<file path="src/rtl/chess_time_keeper.sv">
// Two-player chess clock: per-player minutes:seconds countdown, one-second
// prescaler, per-move increment on hand-over, sticky timeout flags.
module chess_time_keeper #(
  parameter int TICK_DIV = 50000000,
  parameter int INIT_MIN = 5,
  parameter int INIT_SEC = 0,
  parameter int INC_SEC  = 0,
  parameter int LOW_SEC  = 10
) (
  input  logic       Clock,
  input  logic       Reset,
  input  logic       ff,
  input  logic       Load,
  input  logic       p1,
  input  logic       p2,
  input  logic [6:0] load_min,
  input  logic [5:0] load_sec,
  output logic [6:0] p1_min,
  output logic [5:0] p1_sec,
  output logic [6:0] p2_min,
  output logic [5:0] p2_sec,
  output logic       p1_flag,
  output logic       p2_flag,
  output logic       p1_low,
  output logic       p2_low,
  output logic       game_over
);

  localparam int PW = $clog2(TICK_DIV);
  localparam logic [PW-1:0] PRESC_LAST = PW'(TICK_DIV - 1);
  localparam logic [12:0]   INIT_CLK   = {7'(INIT_MIN), 6'(INIT_SEC)};

  typedef enum logic [1:0] {SEL_NONE, SEL_P1, SEL_P2} sel_t;
  typedef enum logic [2:0] {IDLE, RUN1, RUN2, PAUSED, OVER} state_t;

  // Clocks are packed as {minutes[6:0], seconds[5:0]}.
  logic [12:0]   clk1, clk2;
  logic [PW-1:0] presc;
  logic          flag1, flag2;
  sel_t          sel, prev_sel, last_sel;
  state_t        state, state_next;

  logic live, changed, count_en, tick, tick1, tick2, inc1, inc2, expire1, expire2;
  logic clear_all;
  logic [12:0] load_clk;

  // One-second decrement; 0:00 is a fixed point.
  function automatic logic [12:0] dec_clk(input logic [12:0] c);
    logic [6:0] m;
    logic [5:0] s;
    m = c[12:6];
    s = c[5:0];
    if (s != 6'd0)      dec_clk = {m, s - 6'd1};
    else if (m != 7'd0) dec_clk = {m - 7'd1, 6'd59};
    else                dec_clk = c;
  endfunction

  // Add the per-move increment with seconds carry, saturating at 99:59.
  function automatic logic [12:0] add_inc(input logic [12:0] c);
    logic [7:0] m;
    logic [6:0] s;
    s = {1'b0, c[5:0]} + 7'(INC_SEC);
    m = {1'b0, c[12:6]};
    if (s >= 7'd60) begin
      s = s - 7'd60;
      m = m + 8'd1;
    end
    if (m > 8'd99) add_inc = {7'd99, 6'd59};
    else           add_inc = {m[6:0], s[5:0]};
  endfunction

  assign sel       = (p1 && !p2) ? SEL_P1 : ((p2 && !p1) ? SEL_P2 : SEL_NONE);
  assign clear_all = !Reset || ff;
  assign load_clk  = {(load_min > 7'd99) ? 7'd99 : load_min,
                      (load_sec > 6'd59) ? 6'd59 : load_sec};

  // State register: any clear/preset returns to IDLE.
  always_ff @(posedge Clock) begin
    if (clear_all || Load) state <= IDLE;
    else                   state <= state_next;
  end

  // Next state: OVER is absorbing; otherwise follow the player decode.
  always_comb begin
    state_next = state;
    if (state != OVER) begin
      if (expire1 || expire2) state_next = OVER;
      else begin
        case (sel)
          SEL_P1:  state_next = RUN1;
          SEL_P2:  state_next = RUN2;
          default: state_next = (state == IDLE) ? IDLE : PAUSED;
        endcase
      end
    end
  end

  // Control outputs: prescaler clear/count, tick, increment and expiry strobes.
  always_comb begin
    live     = (state != OVER);
    changed  = live && (sel != prev_sel);
    count_en = live && !changed && (sel != SEL_NONE);
    tick     = count_en && (presc == PRESC_LAST);
    tick1    = tick && (sel == SEL_P1);
    tick2    = tick && (sel == SEL_P2);
    inc1     = changed && (sel == SEL_P2) && (last_sel == SEL_P1);
    inc2     = changed && (sel == SEL_P1) && (last_sel == SEL_P2);
    expire1  = tick1 && (clk1 == {7'd0, 6'd1});
    expire2  = tick2 && (clk2 == {7'd0, 6'd1});
  end

  // Datapath: clocks, prescaler, flags and player history.
  always_ff @(posedge Clock) begin
    if (clear_all || Load) begin
      clk1     <= clear_all ? INIT_CLK : load_clk;
      clk2     <= clear_all ? INIT_CLK : load_clk;
      presc    <= '0;
      flag1    <= 1'b0;
      flag2    <= 1'b0;
      prev_sel <= SEL_NONE;
      last_sel <= SEL_NONE;
    end else if (live) begin
      prev_sel <= sel;
      if (sel != SEL_NONE) last_sel <= sel;
      if (changed)       presc <= '0;
      else if (count_en) presc <= tick ? '0 : presc + PW'(1);
      if (tick1)     clk1 <= dec_clk(clk1);
      else if (inc1) clk1 <= add_inc(clk1);
      if (tick2)     clk2 <= dec_clk(clk2);
      else if (inc2) clk2 <= add_inc(clk2);
      if (expire1) flag1 <= 1'b1;
      if (expire2) flag2 <= 1'b1;
    end
  end

  assign p1_min    = clk1[12:6];
  assign p1_sec    = clk1[5:0];
  assign p2_min    = clk2[12:6];
  assign p2_sec    = clk2[5:0];
  assign p1_flag   = flag1;
  assign p2_flag   = flag2;
  assign game_over = flag1 | flag2;
  assign p1_low    = (p1_min == 7'd0) && (p1_sec < 6'(LOW_SEC)) && !flag1;
  assign p2_low    = (p2_min == 7'd0) && (p2_sec < 6'(LOW_SEC)) && !flag2;

endmodule
</file>
<file path="config.mk">
export PLATFORM = sky130hd
export DESIGN_NAME = chess_time_keeper
export DESIGN_NICKNAME = d
export VERILOG_FILES = /design/src/rtl/chess_time_keeper.sv
export SDC_FILE = /design/constraint.sdc
export NUM_CORES = 1
export LEC_CHECK = 0
export CORE_ASPECT_RATIO = 0.9
export CORE_MARGIN = 2
export CORE_UTILIZATION = 50
export CTS_CLUSTER_SIZE = 30
export DETAILED_ROUTE_END_ITERATION = 10
export PLACE_DENSITY = 0.79
export SLEW_MARGIN = 20
export SYNTH_ARGS = -nofsm -noshare
export SYNTH_HDL_FRONTEND = slang
export SYNTH_SLANG_ARGS = --single-unit
</file>
<file path="constraint.sdc">
create_clock -name Clock -period 2.5 [get_ports Clock]
set_input_delay 0.5 -clock Clock [delete_from_list [all_inputs] [get_ports Clock]]
set_output_delay 0.5 -clock Clock [all_outputs]
set_load 0.05 [all_outputs]
</file>
==> results of run 1 <==
==> critical path, delay by kind of cell, from the launching register on <==
family                 cells  cell delay, ns
flip-flops                 1            0.41
AND/OR/NAND/NOR            3            0.65
AO/OA/AOI/OAI              1            0.33
buffers and inverters      2            0.32
==> worst min-delay path by stage <==
stage	to	depth (start not counted)	from
floorplan	presc[25]	1	presc[25]
global placement	prev_sel[0]	2	prev_sel[0]
detailed placement	prev_sel[0]	2	prev_sel[0]
CTS	presc[25]	1	presc[25]
global route	presc[25]	1	presc[25]
finish	presc[25]	1	presc[25]
==> synthesized netlist by cell type (18+ instances only) <==
cell type / instances
sky130_fd_sc_hd__ha_1: 21
sky130_fd_sc_hd__a21oi_1: 34
sky130_fd_sc_hd__edfxtp_1: 26
sky130_fd_sc_hd__nand4_1: 18
sky130_fd_sc_hd__nand2_1: 61
sky130_fd_sc_hd__nand3_1: 30
sky130_fd_sc_hd__inv_1: 25
sky130_fd_sc_hd__dfxtp_1: 35
sky130_fd_sc_hd__o21ai_0: 19
sky130_fd_sc_hd__nor2_1: 56
sky130_fd_sc_hd__clkbuf_1: 18
sky130_fd_sc_hd__nor3_1: 21
==> flip-flops by register name (all words and copies together) (netlist names) <==
signal and cells:
last_sel 2, state 3, presc 26, p1_flag 1
p2_flag 1, prev_sel 2, clk2 13, clk1 13
==> routing by layer <==
layer  up-vias  track usage [%]  part of all wire (%)
met1      2528            38.55                    39
met4         0            12.83                   4.2
met2       349            53.23                    47
li1       2443                -                     -
met5         -                0                     0
met3        78            6.220                    10
==> kinds of logic (layout without fill, tap and decap cells) <==
logic type | Yosys count | in the layout | synth area share [%]
AOI/OAI and AO/OA | 138 | 139 | 21.57
muxes | 3 | 3 | 0.6464
and+or+nand+nor | 260 | 260 | 30.60
adders and majority gates | 21 | 21 | 5.656
DFF | 61 | 61 | 31.89
xor gates and xnor gates | 27 | 27 | 5.090
buffers and inverters | 53 | 221 | 4.552
==> layout make-up <==
type,instances,area share [%]
clock buffer,11,2.567
timing repair buffer,180,22.79
tap,122,2.253
sequential,61,21.87
multi-input combinational,450,48.43
inverter,25,1.459
clock inverter,5,0.6280
==> power breakdown <==
part	internal (W)	switching, W	total, W	leakage, nW
clock	0.000495	0.000465	0.000960	0.108
combinational	0.000365	0.000481	0.000847	1.92
sequential	0.00108	0.0000443	0.00112	0.571
==> stage by stage <==
| step | std cells | total power [W] | instance area (um^2) | util, % |
|---|---|---|---|---|
| floorplan | 563 | 0.001564 | 4747 | - |
| global placement | 799 | 0.001842 | 5993 | 65.98 |
| detailed placement | 799 | 0.001854 | 5993 | 65.98 |
| CTS | 846 | 0.002870 | 6599 | 72.64 |
| global route | 854 | 0.003034 | 6774 | 74.57 |
| finish | 854 | 0.002928 | 6774 | 74.57 |
==> repair_timing <==
| item | CTS | global route |
|---|---|---|
| cloned | 1 | 1 |
| endpoints found under the setup margin | 53 | 41 |
| gates resized for setup | 39 | 24 |
| setup buffers | 31 | 7 |
| hold buffers | 0 | 0 |
| pin swaps | 9 | 9 |
==> metrics.csv, run 1 <==
stage,metric,value,unit
floorplanning,die-width,105.6,um
setup_path,critical_path.startpoint_type,register,
global_route,antenna_found_initial,0,
power,irDropWorstVdd,0.4138,mV
sta,timing.max_slew.rel_slack,64.53,%
yosys,synth_ff_type,sky130_fd_sc_hd__dfxtp_1,
global_route,grt_pass1_vias,5087,
sta,drv_slew,0,
route,routed_wl,16.02,mm
route,antenna_violating_nets_post_route,0,
yosys,synth-edff-count,26,
setup_path,path_cells,"buf_6, nor4_4, and3_4, nand2_4, a2111oi_4, buf_12",
route,routed_wire_length_per_instance,18.76,um
layout,final_common_cell,sky130_fd_sc_hd__buf_4,
status,failed_checks,setup timing,
yosys,netlist_instances,563,
setup_path,critical-path-slowest-cell,sky130_fd_sc_hd__edfxtp_1,
power,power_density,432.2,nW/um^2
route,drt-vias-per-instance,6.321,
clocking,cts_num_sinks,61,
placement,port_buffers,49,
sta,finalHoldViolations,0,
sta,worstMarginPinSlew,0.5277,ns
setup_path,critPathMaxFanout,3,
setup_path,worstPathArrival,2.07,ns
sta,post-route-period-util,102.7,%
yosys,synthesis.nets,603,
yosys,yosysTopAreaCell,sky130_fd_sc_hd__edfxtp_1,
layout,fillerInstances,638,
layout,most-common-layout-cells,"sky130_fd_sc_hd__buf_4, sky130_fd_sc_hd__nand2_1, sky130_fd_sc_hd__nor2_1",
yosys,share_of_flip_flops_with_an_asynchronous_set_or_reset_after_synthesis,0,%
floorplanning,floorplan.initialDensity,51.14,%
yosys,portion_of_the_post_synthesis_area_used_by_sequential_elements,31.89,%
setup_path,worst_setup_path_endpoint,p1_low,
clocking,clk_pin_slew_worst_paths,0.08,ns
sta,max_clock_freq,389.4,MHz
power,static-leakage-power,2.595,nW
clocking,tritoncts,done,
floorplanning,die_area,10080,um^2
yosys,ys_top_cells_by_area,"sky130_fd_sc_hd__edfxtp_1, sky130_fd_sc_hd__dfxtp_1, sky130_fd_sc_hd__ha_1, sky130_fd_sc_hd__nand2_1, sky130_fd_sc_hd__nor2_1",
route,firstDrtPassIters,6,
setup_path,r2r-start,clk1[7],
layout,nNetsFinal,767,
clocking,insertion_delay_to_the_later_sink_of_the_worst_skew_pair,0.35,ns
setup_path,reg2reg_depth,7,
setup_path,crit_required,2.00,ns
setup_path,regToRegEndpoint,clk1[6],
global_route,grt.total_usage,31.04,%
yosys,postSynthAreaPerCell,8.252,um^2
floorplanning,core_region_area,9084,um^2
setup_path,slowest_delay,0.41,ns
clocking,total_number_of_h_tree_levels,3,
sta,final-setup-viol-count,6,
hold_path,hold_path_class,register to register,
yosys,yosys.area.top_type_share,16.81,%
sta,finalSetupTns,-0.1659,ns
yosys,yosys_register_bits,61,
route,drtIter0Drc,550,
global_route,grt_first_pass_wirelength,24.85,mm
layout,multi_input_combinational_cell_area,3281,um^2
sta,finalWorstSetupSlack,-0.06780,ns
setup_path,rrSetupSlack,-0.06,ns
floorplanning,ioPinCount,50,
layout,fraction_of_layout_instances_using_a_drive_strength_above_1,29.92,%
clocking,cts.root.buffer_cell,sky130_fd_sc_hd__clkbuf_8,
layout,n_antenna_cell,0,
sta,grt_setup_unrepaired,yes,
layout,final-seq-area,1481,um^2
clocking,clockBufferDepth,2,
floorplanning,die-height,95.45,um
sta,final.min_clock_period,2.568,ns
global_route,grt.overflow.total,0,
placement,gp_routability_congestion,0.9816,
clocking,cts-buffers-inserted,9,
setup_path,crit_path_start,clk1[9],
yosys,synthesis.yosys.warnings,0,
setup_path,crit_type,register to primary output,
floorplanning,placement_rows,33,
route,vias,5398,
placement,preCtsSetupSlack,-0.6409,ns
sta,finalClockSkew,0.01031,ns
sta,whs,0.4946,ns
yosys,synthDistinctLibCells,77,
global_route,grt_start_max_net_pins,19,
setup_path,crit_path_end_kind,primary output,
yosys,syn-cell-area,4646,um^2
run,max-cap-violations,0,
placement,hpwlAfterDp,11.00,mm
layout,syn_to_final_growth,45.81,%
status,result_of_the_run,"finished, violations left",
route,drc,0,
Note: power is estimated with default switching activity, not from simulation.
==> run 2, diff against run 1 <==
Settings changed: CELL_PAD_IN_SITES_DETAIL_PLACEMENT set to 1, CELL_PAD_IN_SITES_GLOBAL_PLACEMENT set to 1, CORE_UTILIZATION 50 to 39, PLACE_DENSITY 0.79 to 0.81.
==> metrics.csv, run 2 (synthesized netlist as in run 1, its figures left out) <==
stage,metric,value,unit,change
floorplanning,placement_rows,37,,was 33
layout,top_register,presc,,unchanged
power,irDropWorstVdd,0.3323,mV,was 0.4138 mV
setup_path,crit_path_start,clk1[6],,was clk1[9]
clocking,post_cts_hold_buffer_count,0,,unchanged
floorplanning,core_region_area,11530,um^2,was 9084 um^2
route,routed_wire_length_per_instance,22.73,um,was 18.76 um
setup_path,critPathMaxFanout,7,,was 3
route,drt-vias-per-instance,6.229,,was 6.321
clocking,insertion_delay_to_the_later_sink_of_the_worst_skew_pair,0.35,ns,about the same
floorplanning,die_area,12800,um^2,was 10080 um^2
sta,finalHoldViolations,0,,unchanged
global_route,antenna_found_initial,0,,unchanged
setup_path,r2r-start,clk1[6],,was clk1[7]
layout,largest_register_ffs,26,,unchanged
route,antenna_violating_nets_post_route,0,,unchanged
layout,reg.largest.list,"presc (26), clk1 (13), clk2 (13)",,unchanged
setup_path,crit_required,2.67,ns,was 2.00 ns
status,result_of_the_run,"finished, violations left",,unchanged
global_route,grt.overflow.total,0,,unchanged
global_route,grt_start_max_net_pins,30,,was 19
route,vias,5469,,was 5398
setup_path,critical_path.startpoint_type,register,,unchanged
sta,whs,0.4828,ns,was 0.4946 ns
route,drc,0,,unchanged
placement,hpwlAfterDp,13.39,mm,was 11.00 mm
sta,final-setup-viol-count,12,,was 6
run,max-cap-violations,0,,unchanged
layout,syn_to_final_growth,47.75,%,was 45.81%
sta,finalWorstSetupSlack,-0.1420,ns,was -0.06780 ns
layout,n_antenna_cell,0,,unchanged
layout,most-common-layout-cells,"sky130_fd_sc_hd__buf_4, sky130_fd_sc_hd__nand2_1, sky130_fd_sc_hd__nor2_1",,unchanged
sta,finalSetupTns,-1.009,ns,was -0.1659 ns
sta,grt_setup_unrepaired,yes,,unchanged
layout,fraction_of_layout_instances_using_a_drive_strength_above_1,28.95,%,was 29.92%
floorplanning,die-height,107.5,um,was 95.45 um
sta,final.min_clock_period,2.642,ns,was 2.568 ns
route,routed_wl,19.96,mm,was 16.02 mm
route,firstDrtPassIters,7,,was 6
clocking,cts-buffers-inserted,9,,unchanged
sta,finalClockSkew,0.008688,ns,was 0.01031 ns
placement,port_buffers,49,,unchanged
clocking,clockBufferDepth,2,,unchanged
power,power_density,480.6,nW/um^2,was 432.2 nW/um^2
floorplanning,die-width,119.0,um,was 105.6 um
sta,max_clock_freq,378.5,MHz,was 389.4 MHz
sta,drv_slew,0,,unchanged
setup_path,crit_path_end_kind,register,,was primary output
setup_path,worstPathArrival,2.81,ns,was 2.07 ns
clocking,cts_num_sinks,61,,unchanged
placement,gp_routability_congestion,0.9533,,was 0.9816
sta,timing.max_slew.rel_slack,51.27,%,was 64.53%
hold_path,worst_hold_startpoint,presc[25],,unchanged
clocking,total_number_of_h_tree_levels,3,,unchanged
floorplanning,ioPinCount,50,,unchanged
global_route,grt_first_pass_wirelength,30.56,mm,was 24.85 mm
route,drtIter0Drc,456,,was 550
layout,layout.core_utilization,59.55,%,was 74.57%
hold_path,hold_path_class,register to register,,unchanged
layout,final_common_cell,sky130_fd_sc_hd__buf_4,,unchanged
power,static-leakage-power,2.600,nW,was 2.595 nW
placement,preCtsSetupSlack,-0.6467,ns,was -0.6409 ns
global_route,grt_pass1_vias,5737,,was 5087
setup_path,crit_type,register to register,,was register to primary output
sta,post-route-period-util,105.7,%,was 102.7%
layout,nNetsFinal,757,,was 767
clocking,clk_pin_slew_worst_paths,0.05,ns,was 0.08 ns
status,failed_checks,setup timing,,unchanged
sta,worstMarginPinSlew,0.7250,ns,was 0.5277 ns
floorplanning,floorplan.initialDensity,40.30,%,was 51.14%
clocking,tritoncts,done,,unchanged
global_route,grt.total_usage,30.53,%,was 31.04%
clocking,cts.root.buffer_cell,sky130_fd_sc_hd__clkbuf_16,,was sky130_fd_sc_hd__clkbuf_8
run 2: changes by cell type in the layout (fill, tap and decap cells not counted), sizes merged:
cell,before,now
inv,29,27
clkinvlp,1,0
clkbuf,12,13
dlygate4sd2,1,0
buf,133,124
clkinv,0,2
run 2: repair_timing:
item | 4_1_cts | 5_1_grt
resized for setup | 30 | 32
buffers inserted | 16 | 9
endpoints found under the hold margin | 0 | 0
pin swaps | 10 | 19
cloned | 1 | 2
setup endpoints to repair | 62 | 57
run 2: layout make-up:
cell class,instances,area (um^2)
clock inverter,4,35.03
sequential,61,1481
inverter,25,96.34
multi-input combinational,450,3274
fill,1318,4663
tap,156,195.2
timing repair buffer,170,1504
clock buffer,12,277.8
run 2: per-stage QoR:
stage,std cells,power [W],instance area [um^2]
after floorplan,563,0.001564,4747
after global placement,834,0.001855,6068
after detailed placement,834,0.001888,6068
after CTS,867,0.003244,6629
after global routing,878,0.003390,6864
final,878,0.003299,6864
run 2: layer usage:
metal | global-route usage [%] | wire [um]
met5 | 0 | 0
met4 | 14.29 | 811
met3 | 6.939 | 1389
met2 | 55.34 | 10070
met1 | 33.99 | 7679
run 2: worst paths after layout:
path         cells past startpoint        end  slack [ns]
max                              7    clk1[8]       -0.14
min                              1  presc[25]        0.48
max reg2reg                      7    clk1[8]       -0.14
min reg2reg                      1  presc[25]        0.48
run 2: worst max-delay path, cell delays in order (launching register included):
cell	delay [ns]
sky130_fd_sc_hd__edfxtp_1	0.47
sky130_fd_sc_hd__a211o_1	0.41
sky130_fd_sc_hd__a2111oi_4	0.42
sky130_fd_sc_hd__and4b_1	0.27
sky130_fd_sc_hd__a41oi_4	0.33
sky130_fd_sc_hd__buf_4	0.20
sky130_fd_sc_hd__nand4_1	0.12
sky130_fd_sc_hd__a41oi_2	0.25
run 2: where the power goes:
group | internal [W] | switching, W
logic | 0.000361 | 0.000504
registers | 0.00108 | 0.0000463
clock network | 0.000796 | 0.000513
==> run 3, diff against run 2 <==
Settings changed: CAP_MARGIN set to 30, PLACE_DENSITY 0.81 to 0.8.
==> metrics.csv, run 3 (synthesized netlist as in run 1, its figures left out) <==
stage,metric,value,unit,change
global_route,grt.total_usage,29.57,%,was 30.53%
sta,worstMarginPinSlew,0.6799,ns,was 0.7250 ns
floorplanning,die-width,119.0,um,unchanged
route,antenna_violating_nets_post_route,0,,unchanged
sta,whs,0.5188,ns,was 0.4828 ns
global_route,grt_pass1_vias,5626,,was 5737
route,routed_wl,21.53,mm,was 19.96 mm
status,result_of_the_run,"finished, violations left",,unchanged
layout,n_antenna_cell,0,,unchanged
sta,grt_setup_unrepaired,yes,,unchanged
clocking,tritoncts,done,,unchanged
setup_path,path_cells,"buf_6, nor4_4, and3_4, nand2_4, a2111oi_4, buf_12",,"was a211o_1, a2111oi_4, and4b_1, a41oi_4, buf_4, nand4_1, a41oi_2"
layout,fillerInstances,1326,,was 1318
placement,hpwlAfterDp,13.04,mm,was 13.39 mm
setup_path,slowest_delay,0.42,ns,was 0.47 ns
floorplanning,placement_rows,37,,unchanged
setup_path,critical_path.top_delay_family,simple AND/OR/NAND/NOR gates,,was compound AO/OA/AOI/OAI gates
setup_path,crit_type,register to primary output,,was register to register
layout,nNetsFinal,764,,was 757
power,comb_power_share,27.4,%,was 26.2%
global_route,grt_start_max_net_pins,40,,was 30
sta,final.min_clock_period,2.685,ns,was 2.642 ns
clocking,cts_num_sinks,61,,unchanged
layout,reg.largest.list,"presc (26), clk1 (13), clk2 (13)",,unchanged
setup_path,crit_path_end_kind,primary output,,was register
global_route,antenna_found_initial,0,,unchanged
power,power.net_switching,0.001079,W,was 0.001063 W
setup_path,critical_path.startpoint_type,register,,unchanged
clocking,cts.root.buffer_cell,sky130_fd_sc_hd__clkbuf_16,,unchanged
floorplanning,die-height,107.5,um,unchanged
sta,finalWorstSetupSlack,-0.1849,ns,was -0.1420 ns
hold_path,hold_path_class,register to register,,unchanged
power,switching_share,33.13,%,was 32.23%
global_route,grt.overflow.total,0,,unchanged
power,seq_power_share,34.7,%,was 34.1%
clocking,clockBufferDepth,2,,unchanged
clocking,post_cts_hold_buffer_count,0,,unchanged
power,power_density,465.5,nW/um^2,was 480.6 nW/um^2
layout,fraction_of_layout_instances_using_a_drive_strength_above_1,31.41,%,was 28.95%
layout,largest_register_ffs,26,,unchanged
power,irDropWorstVdd,0.3213,mV,was 0.3323 mV
setup_path,r2r-start,clk1[0],,was clk1[6]
power,internal-power,0.002178,W,was 0.002236 W
power,static-leakage-power,2.637,nW,was 2.600 nW
setup_path,worstPathArrival,2.18,ns,was 2.81 ns
setup_path,cp.buffers_inverters,2,,was 1
route,firstDrtPassIters,5,,was 7
route,vias,5597,,was 5469
sta,final-setup-viol-count,11,,was 12
floorplanning,floorplan.initialDensity,40.30,%,unchanged
power,power,0.003258,W,was 0.003299 W
layout,top_register,presc,,unchanged
layout,most-common-layout-cells,"sky130_fd_sc_hd__buf_4, sky130_fd_sc_hd__nand2_1, sky130_fd_sc_hd__nor2_1",,unchanged
floorplanning,die_area,12800,um^2,unchanged
route,routed_wire_length_per_instance,24.33,um,was 22.73 um
layout,final_common_cell,sky130_fd_sc_hd__buf_4,,unchanged
hold_path,number_of_cells_traversed_by_the_worst_hold_path,1,,unchanged
setup_path,reg2reg_depth,8,,was 7
setup_path,cp.depth,6,,was 7
placement,post_dp_cell_area,6023,um^2,was 6068 um^2
sta,max_clock_freq,372.5,MHz,was 378.5 MHz
global_route,grt_first_pass_wirelength,29.81,mm,was 30.56 mm
placement,preCtsSetupSlack,-0.6674,ns,was -0.6467 ns
floorplanning,core_region_area,11530,um^2,unchanged
setup_path,critical-path-slowest-cell,sky130_fd_sc_hd__edfxtp_1,,unchanged
power,clkPwrFrac,37.9,%,was 39.7%
clocking,insertion_delay_to_the_later_sink_of_the_worst_skew_pair,0.35,ns,about the same
floorplanning,ioPinCount,50,,unchanged
route,drt-vias-per-instance,6.324,,was 6.229
clocking,total_number_of_h_tree_levels,3,,unchanged
sta,finalHoldViolations,0,,unchanged
sta,post-route-period-util,107.4,%,was 105.7%
sta,drv_slew,0,,unchanged
placement,gp_routability_congestion,0.9542,,was 0.9533
status,failed_checks,setup timing,,unchanged
route,drc,0,,unchanged
placement,port_buffers,49,,unchanged
sta,finalSetupTns,-0.8156,ns,was -1.009 ns
run,max-cap-violations,0,,unchanged
sta,timing.max_slew.rel_slack,54.19,%,was 51.27%
clocking,cts-buffers-inserted,9,,unchanged
layout,syn_to_final_growth,50.63,%,was 47.75%
setup_path,crit_path_start,clk1[9],,was clk1[6]
hold_path,worst_hold_startpoint,presc[25],,unchanged
setup_path,critPathMaxFanout,3,,was 7
setup_path,crit_required,2.00,ns,was 2.67 ns
clocking,clk_pin_slew_worst_paths,0.06,ns,was 0.05 ns
layout,final_area,6998,um^2,was 6864 um^2
route,drtIter0Drc,504,,was 456
sta,finalClockSkew,0.01078,ns,was 0.008688 ns
run 3: worst paths after layout:
path	slack [ns]	endpoint
setup / recovery	-0.18	p1_low
setup reg to reg	-0.12	clk1[8]
hold / removal	0.52	presc[25]
hold reg to reg	0.52	presc[25]
run 3: through the flow:
stage | utilization (%) | cells
5_1_grt | 60.71 | 885
3_5_place_dp | 52.25 | 828
2_1_floorplan | - | 563
3_3_place_gp | 52.25 | 828
6_report | 60.71 | 885
4_1_cts | 57.10 | 862
run 3: worst reg2reg max path: cells and delay by family (launching register included):
family | cells | cell delay, ns
buffers and inverters | 1 | 0.13
and+or+nand+nor | 3 | 1.01
adders and majority gates | 1 | 0.23
AOI/OAI and AO/OA | 3 | 0.57
DFF | 1 | 0.50
run 3: power groups by stage:
stage          Combinational (W)  Sequential [W]  Clock, W
2_1_floorplan           0.000314         0.00125         0
5_1_grt                 0.000940         0.00113   0.00128
3_3_place_gp            0.000696         0.00115         0
6_report                0.000893         0.00113   0.00124
4_1_cts                 0.000786         0.00112   0.00121
3_5_place_dp            0.000727         0.00115         0
run 3: what timing repair did:
item / in CTS / in global routing
resized for setup: 32 / 52
setup endpoints to repair: 65 / 55
buffers inserted: 17 / 21
cloned: 1 / 2
pin swaps: 10 / 22
run 3: area by class of cell:
class	count	area (um^2)	area share [%]
clock buffers	12	257.7	3.683
clock inverters	4	31.28	0.4470
inverters	25	100.1	1.430
multi-input cells	450	3356	47.95
flip-flops and latches	61	1481	21.17
well taps	156	195.2	2.789
repair buffers	177	1577	22.53
run 3: metal layers:
| metal | GRT usage, % | part of all wire (%) | vias to the layer above |
|---|---|---|---|
| li1 | - | - | 2443 |
| met1 | 34.83 | 38 | 2763 |
| met2 | 52.50 | 50 | 288 |
| met3 | 5.032 | 6.0 | 103 |
| met4 | 13.86 | 5.5 | 0 |
| met5 | 0 | 0 | - |
==> edit, RTL diff (settings of run 1) <==
Register the outputs `p1_low`, `p2_low` and `game_over`, without a reset; this adds one clock of latency there. The other outputs are not delayed to match.
--- a/src/rtl/chess_time_keeper.sv
+++ b/src/rtl/chess_time_keeper.sv
@@ -141,5 +141,7 @@
   assign p2_flag   = flag2;
-  assign game_over = flag1 | flag2;
-  assign p1_low    = (p1_min == 7'd0) && (p1_sec < 6'(LOW_SEC)) && !flag1;
-  assign p2_low    = (p2_min == 7'd0) && (p2_sec < 6'(LOW_SEC)) && !flag2;
+  always_ff @(posedge Clock) begin
+    p1_low    <= (p1_min == 7'd0) && (p1_sec < 6'(LOW_SEC)) && !flag1;
+    p2_low    <= (p2_min == 7'd0) && (p2_sec < 6'(LOW_SEC)) && !flag2;
+    game_over <= flag1 | flag2;
+  end
 
Behaviour: not the same (Yosys sat finds a counterexample within 4 cycles, from zero or initial values).
==> edit against run 1 <==
- critical path type is now register to register
- wire length shrank 6.5%
- sequential cell count grew 3
- design area shrank 4.9%
- power shrank 2.2%
- setup slack gained 65 ps
- clock power shrank 2.1%
- synthesized area grew 1.3%
- the run still ends with setup timing left
- die area grew 1.2%
- first-iteration DRC count shrank 2.5%
==> edit: results (changes against run 1) <==
INFO  metric number_of_nets_produced_by_synthesis = 606 (+0.50%)
INFO  metric switching_share = 0.328 (-0.0108)
INFO  metric finClkSkew = 15.0 ps (+4.65 ps)
INFO  metric synth_common_cells = sky130_fd_sc_hd__nand2_1, sky130_fd_sc_hd__nor2_1, sky130_fd_sc_hd__dfxtp_1, sky130_fd_sc_hd__a21oi_1, sky130_fd_sc_hd__nand3_1
INFO  metric post_drt_wl_per_cell = 18.0 um (-3.9%)
INFO  metric area.growth.synth_to_final = 36.9%
INFO  metric critical-path-top-delay-family = compound AO/OA/AOI/OAI gates
INFO  metric worst_setup_path_startpoint = clk1[6]
INFO  metric cts.repair_timing.setup_buffer_count = 3 (-90%)
INFO  metric run_status = finished, violations left
INFO  metric timing.final.setup_violations = 1 (-5)
INFO  metric resize_count_post_cts = 7 (-82%)
INFO  metric setup_tns = -2.70 ps (+163 ps)
INFO  metric fraction_of_final_layout_cells_sized_beyond_drive_strength_1 = 0.248 (-0.0509)
INFO  metric num-fill-cells = 692 (+8.5%)
INFO  metric crit_arrival = 2580 ps (+510 ps)
INFO  metric place.detailed.hpwl = 10,800 um (-2.1%)
INFO  metric first_global_vias = 4,689 (-7.8%)
INFO  metric design.seq.count = 64 (+4.9%)
INFO  metric power.density_cell_area = 445 mW/mm2 (+2.9%)
INFO  metric achievable-frequency = 400 MHz (+2.6%)
INFO  metric failed_checks = setup timing
INFO  metric initialDrtViolationCount = 536 (-2.5%)
INFO  metric netlist_instances = 566 (+0.53%)
INFO  metric nClkBuffers = 12 (+1)
INFO  metric gp_congestion = 0.948 (-3.4%)
INFO  metric worst_ir_drop_vdd = 0.256 mV (-38%)
INFO  metric dp_worst_setup_slack = -620 ps (+21.3 ps)
INFO  metric layout.nets = 744 (-3.0%)
INFO  metric place_area = 0.00593 mm2 (-1.1%)
INFO  metric avgViaCountPerCell = 6.22 (-1.6%)
INFO  metric relSlewSlack = 0.601 (-0.0446)
INFO  metric synth.top_cells.by_area = sky130_fd_sc_hd__edfxtp_1, sky130_fd_sc_hd__dfxtp_1, sky130_fd_sc_hd__ha_1
INFO  metric crit_path_max_fanout = 4 (+1)
INFO  metric finalHoldWorstSlack = 487 ps (-7.11 ps)
INFO  metric setup_slack = -2.70 ps (+65.1 ps)
INFO  metric power_frac_seq = 0.408 (+0.025)
INFO  metric clkCellAreaFrac = 0.0320 (+0.0000846)
INFO  metric multi_input_area_share = 0.483 (-0.00158)
INFO  metric nonClockBufferCount = 154 (-14%)
-- edit: cell count changes after synthesis --
cell and delta:
sky130_fd_sc_hd__dfxtp_1 +3
-- edit: logic make-up (layout without fill, tap and decap cells) --
group | count (synthesis) | after routing | share of synthesized area
compound gates | 138 | 139 | 0.213
buf+inv | 53 | 195 | 0.0449
mux | 3 | 3 | 0.00638
fa+ha+maj | 21 | 21 | 0.0558
simple gates | 260 | 260 | 0.302
xor+xnor | 27 | 27 | 0.0503
flops | 64 | 64 | 0.328
-- edit: per-layer routing --
layer	global-route usage	up-vias	routed length (um)
li1	-	2408	-
met1	0.364	2404	6080
met2	0.493	293	7140
met4	0.123	0	535
met3	0.0467	61	1220
met5	0	-	0
-- edit: worst paths after layout --
| path | cells past startpoint | to |
|---|---|---|
| setup / recovery | 8 | clk1[8] |
| setup reg to reg | 8 | clk1[8] |
| hold reg to reg | 1 | presc[25] |
| hold / removal | 1 | presc[25] |
